**config.mk**
```make
export PLATFORM = sky130hd
export DESIGN_NAME = serial_subtractor
export DESIGN_NICKNAME = d
export VERILOG_FILES = /design/src/rtl/serial_subtractor.sv
export SDC_FILE = /design/constraint.sdc
export NUM_CORES = 1
export LEC_CHECK = 0
export BUFFER_PORTS_ARGS = -buffer_cell sky130_fd_sc_hd__buf_2
export CORE_MARGIN = 8
export CORE_UTILIZATION = 40
export CTS_BUF_LIST = sky130_fd_sc_hd__clkbuf_8
export DETAILED_ROUTE_END_ITERATION = 10
export GPL_ROUTABILITY_DRIVEN = 1
export SETUP_SLACK_MARGIN = 0.2
export SLEW_MARGIN = 5
export SYNTH_ARGS = -nofsm -noshare
export SYNTH_HDL_FRONTEND = slang
export SYNTH_SLANG_ARGS = --single-unit
```
**constraint.sdc**
```tcl
create_clock -name clk -period 1.4 [get_ports clk]
set_input_delay 0.28 -clock clk [delete_from_list [all_inputs] [get_ports clk]]
set_output_delay 0.28 -clock clk [all_outputs]
set_load 0.05 [all_outputs]
```
**src/rtl/serial_subtractor.sv**
```systemverilog
// serial_subtractor: bit-serial unsigned subtractor, LSB first, one bit per clock
module serial_subtractor #(
  parameter int N = 4
) (
  input  logic         clk,
  input  logic         reset,
  input  logic         start,
  input  logic [N-1:0] a,
  input  logic [N-1:0] b,
  output logic         busy,
  output logic         done,
  output logic [N-1:0] diff,
  output logic         bout
);
  localparam int CW = $clog2(N + 1);
  typedef enum logic [1:0] {IDLE, SHIFT, DONE} state_t;
  state_t state, state_nx;
  logic [N-1:0] a_sh, b_sh;
  logic [CW-1:0] cnt;
  logic br, br_nx, d, ld, last;
  always_comb begin
    ld = start && state != SHIFT;
    last = state == SHIFT && cnt == CW'(1);
    d = a_sh[0] ^ b_sh[0] ^ br;
    br_nx = (~a_sh[0] & b_sh[0]) | (~(a_sh[0] ^ b_sh[0]) & br);
    state_nx = ld ? SHIFT : last ? DONE : state == DONE ? IDLE : state;
    busy = state == SHIFT;
    done = state == DONE;
  end
  always_ff @(posedge clk) state <= reset ? IDLE : state_nx;
  always_ff @(posedge clk) begin
    if (reset) begin
      a_sh <= '0;
      b_sh <= '0;
      cnt  <= '0;
      br   <= 1'b0;
      diff <= '0;
      bout <= 1'b0;
    end else if (ld) begin
      a_sh <= a;
      b_sh <= b;
      cnt  <= CW'(N);
      br   <= 1'b0;
    end else if (state == SHIFT) begin
      a_sh <= a_sh >> 1;
      b_sh <= b_sh >> 1;
      cnt  <= cnt - 1'b1;
      br   <= br_nx;
      diff <= {d, diff[N-1:1]};
      if (last) bout <= br_nx;
    end
  end
endmodule

```
* Yosys cells after proc, flatten, opt, wreduce, memory -nomap -nowiden *
Cells that the tools add are included.

word-level totals
  bits in registers = 19
  bits of input ports = 11
  output and inout bits = 7
  logic and storage cells = 39

operators by class
  $add $sub $neg = 1
  eq/ne operators = 4
  multiplexer cells = 9
  bitwise gates (word level) = 8
  reduce and logical (&&, ||, !) cells = 8

operators with widths
  cell                                                 number
  two-way mux 4 bit                                    4
  two-way mux 3 bit                                    2
  two-way mux 2 bit                                    2
  nonzero test 2 bit                                   2
  equality test 3 x 1 -> 1 bit, second input constant  1
  inverter 1 bit                                       3
  AND reduction 3 bit                                  1
  nonzero test 3 bit                                   1
  subtractor 3 x 1 -> 3 bit, second input constant     1
  AND 1 bit                                            2
  equality test 2 x 1 -> 1 bit, second input constant  1
  equality test 2 bit, second input constant           1
  logical AND 1 bit                                    2
  != test 2 x 1 -> 1 bit, second input constant        1
  AND reduction 2 bit                                  1
  OR reduction 2 bit                                   1
  bitwise XOR 1 bit                                    2
  two-way mux 1 bit                                    1
  OR 1 bit                                             1

* Logic depth before layout (Yosys ltp) *
  depth in word-level cells = 4
  mapped depth = 5
  depth with buffers taken out = 5

* Worst setup path before layout *
OpenSTA, ideal clock, no wires.

  kind = reg2out
  start point = register state[0]
  end point = output port done
  data arrival time = 0.810 ns
  data required time = 1.120 ns
  path slack = 0.310 ns
  cell stages (with the launch flop) = 2
  path buffers = 0
  cell sequence = dfxtp_1 > and2b_1

between the ends
  word-level cells in the longest chain between the ends = 1

ends and longest elaborated chain
  item                    line  text
  from (decl)             17    state_t state, state_nx;
  from (signal assigned)  30    always_ff @(posedge clk) state <= reset ? IDLE : state_nx;
  equality test 2 bit     28    done = state == DONE;
  to (decl)               11    output logic done,

Every way passes these cells.

* Worst setup path in the final report *
Ends and elaborated chain as after synthesis.

==> summary.md <==
| Metric | Value |
|---|---|
| Maximum clock rate | `784 MHz` |
| Initial Util | `0.430` |
| Core footprint | `2000 sq um` |
| Slew headroom | `0.725` |
| DR vias | `718` |
| All-layer global routing usage | `0.0997` |
| DP Wirelength | `1.24 mm` |
| Power Total | `0.00120 W` |
| Largest net degree at the start of global routing | `20` |
| Boundary Pins | `18` |
| Fin crit period | `1.28 ns` |
| TritonCTS Buffers | `3` |
| Main area contributors after synthesis | `dfxtp_1 (44%), a21oi_1 (7.0%), nand2_1 (6.5%)` |
| Die X-Extent | `62.4 um` |
| Setup Skew | `0.00284 ns` |
| EDFF count, synth | `0` |
| Critical path's largest stage delay | `0.36 ns` |
| Yosys warns | `0` |
| Drt total wl | `1.84 mm` |
| Cell Rows | `16` |
| Cell Pwr Density | `1110 nW/um^2` |
| Vias/cell | `4.95` |
| Share of layout cells above drive strength 1 | `0.347` |
| Most common cell after layout, fill and taps aside | `dfxtp_1` |
| Count of final hold-check violations | `0` |
| Max Slew Vio Count | `0` |
| Max Cap Violations | `0` |
| Die H | `62.4 um` |
| Worst endpoint data arrival time | `1.00 ns` |
| Port-buffer cells | `17` |
| Synth Cell Area | `861 sq um` |
| Critical Path Sink Type | `output port` |
| Worst hold path class | `in -> reg` |
| DRC Markers | `0` |
| Global-route wire length before repair | `3.27 mm` |
| Worst-Skew Late Latency | `0.25 ns` |
| Slowest CP cell | `dfxtp_4` |
| Fin crit share | `0.912` |
| Worst vdd ir | `579 uV` |
| Vias in the first global route | `732` |
| Sequential fraction of the synthesis area | `0.442` |
| Synth async-reset ratio | `0` |
| Startpoint Class | `register` |
| Area Overhead vs Synth | `25.0%` |
| CP Cell Sequence | `and2b_1 -> buf_6` |
| Setup CP Type | `reg -> out` |
| Leading cell types in the layout, fill and taps excluded | `dfxtp_1 (17), nand2_1 (15), buf_2 (15)` |
| CTS clk-pin slew, worst paths | `0.07 ns` |
| Yosys reg bits | `19` |
| DR iter-0 viols | `11` |
| Dpl cells | `137` |
| Avg Cell Area, Syn | `8.97 sq um` |
| WP data required | `1.12 ns` |
| Antenna Cells | `0` |
| Clock buffer depth | `2` |
| Routed Antenna Nets | `0` |
| Final Wtd Congestion | `0.691` |
| Max H-tree Level | `1` |
| Synth area leader | `dfxtp_1` |
| CTS tree | `built` |
| Die area | `3890 sq um` |
| Routed len/inst | `12.7 um` |
| Fin Setup TNS | `0 ns` |
| Final setup vio count | `0` |
| Final Non-Filler Cells | `145` |
| Hold Slack | `0.272 ns` |
| Ys flop type | `dfxtp_1` |
| Slew @ Worst Pin | `0.413 ns` |
| Max Fanout on Critical Path | `5` |
| Root Buffer | `clkbuf_8` |
| Cells after Synth | `96` |
| Clock sink total | `19` |
| Design area | `1080 sq um` |
| Hold_buf cts | `0` |
| Total grt overflow | `0` |
| Nets | `133` |
| RSZ-0062 raised after global routing | `true` |
| Pre-Repair DR Iteration Count | `4` |
| Post-synth top area share | `0.442` |
| Initial antenna violation count | `0` |
| Status | `finished, final reports clean` |
| Net Count, Synth | `110` |
| Pleak | `0.448 nW` |
| Area after DPL | `958 sq um` |
| Distinct cell type count after synthesis | `26` |
==> final timing paths <==
path / endpoint / slack, ns / cells past startpoint / from
worst min-delay path: b_sh[2] / 0.27 / 3 / b[2]
worst min register to register: diff[0] / 0.45 / 2 / diff[0]
worst max register to register: cnt[2] / 0.27 / 5 / state[1]
worst max-delay path: done / 0.12 / 2 / state[0]
==> worst max-delay path, delay by kind of cell (launching register included) <==
family	cells	cell delay [ns]
flops	1	0.36
buf+inv	1	0.16
simple gates	1	0.22
==> registers in the layout (all words and copies together) (netlist names) <==
signal  flops
cnt         3
bout        1
a_sh        4
b_sh        4
state       2
br          1
diff        4
==> final cells by class <==
class                           instances  area, sq um
Sequential cell                        19          385
Tap cell                               27         33.8
Clock buffer                            3         41.3
Inverter                                6         30.0
Timing Repair Buffer                   23          155
Clock inverter                          1         3.75
Fill cell                             203          926
Multi-Input combinational cell         66          427
==> kinds of logic (layout without fill, tap and decap cells) <==
| kind of cell | after synthesis | after routing | share of synthesized area |
|---|---|---|---|
| AO/OA/AOI/OAI | 21 | 21 | 0.169 |
| adder cells (fa/ha/maj) | 3 | 3 | 0.0523 |
| buffers and inverters | 11 | 33 | 0.0741 |
| flip-flops | 19 | 19 | 0.442 |
| multiplexers | 2 | 2 | 0.0233 |
| AND/OR/NAND/NOR | 40 | 40 | 0.240 |
==> timing repair <==
action                     CTS  global route
gates resized for setup      9             6
pin swaps                    0             2
setup buffers                1             3
setup endpoints to repair    2             8
==> Yosys cell counts (all sizes together) (2+ instances only) <==
cell / n
mux2i: 2
nand2b: 3
nand3: 3
nor3: 5
dfxtp: 19
a211oi: 7
ha: 2
inv: 6
nor3b: 2
a21oi: 14
buf: 4
nor2: 8
nand2: 15
==> metal layers <==
layer	wire length [um]	vias to the layer above	GRT usage
li1	-	367	-
met1	831	335	0.115
met2	906	14	0.168
met3	81	2	0.0323
met4	25	0	0.0342
met5	0	-	0
==> through the flow <==
stage / utilization / setup slack (ns)
2_1_floorplan: - / 0.310
3_3_place_gp: 0.479 / 0.223
3_5_place_dp: 0.479 / 0.194
4_1_cts: 0.517 / 0.118
5_1_grt: 0.538 / 0.0878
6_report: 0.538 / 0.124
==> report_power, final <==
part | switching, W | leakage [nW] | internal [W]
registers | 0.0000249 | 0.157 | 0.000575
clock network | 0.000178 | 0.0269 | 0.000195
logic | 0.000128 | 0.264 | 0.0000945
total | 0.000331 | 0.448 | 0.000865
No activity file was read; power rests on OpenSTA's default activity.
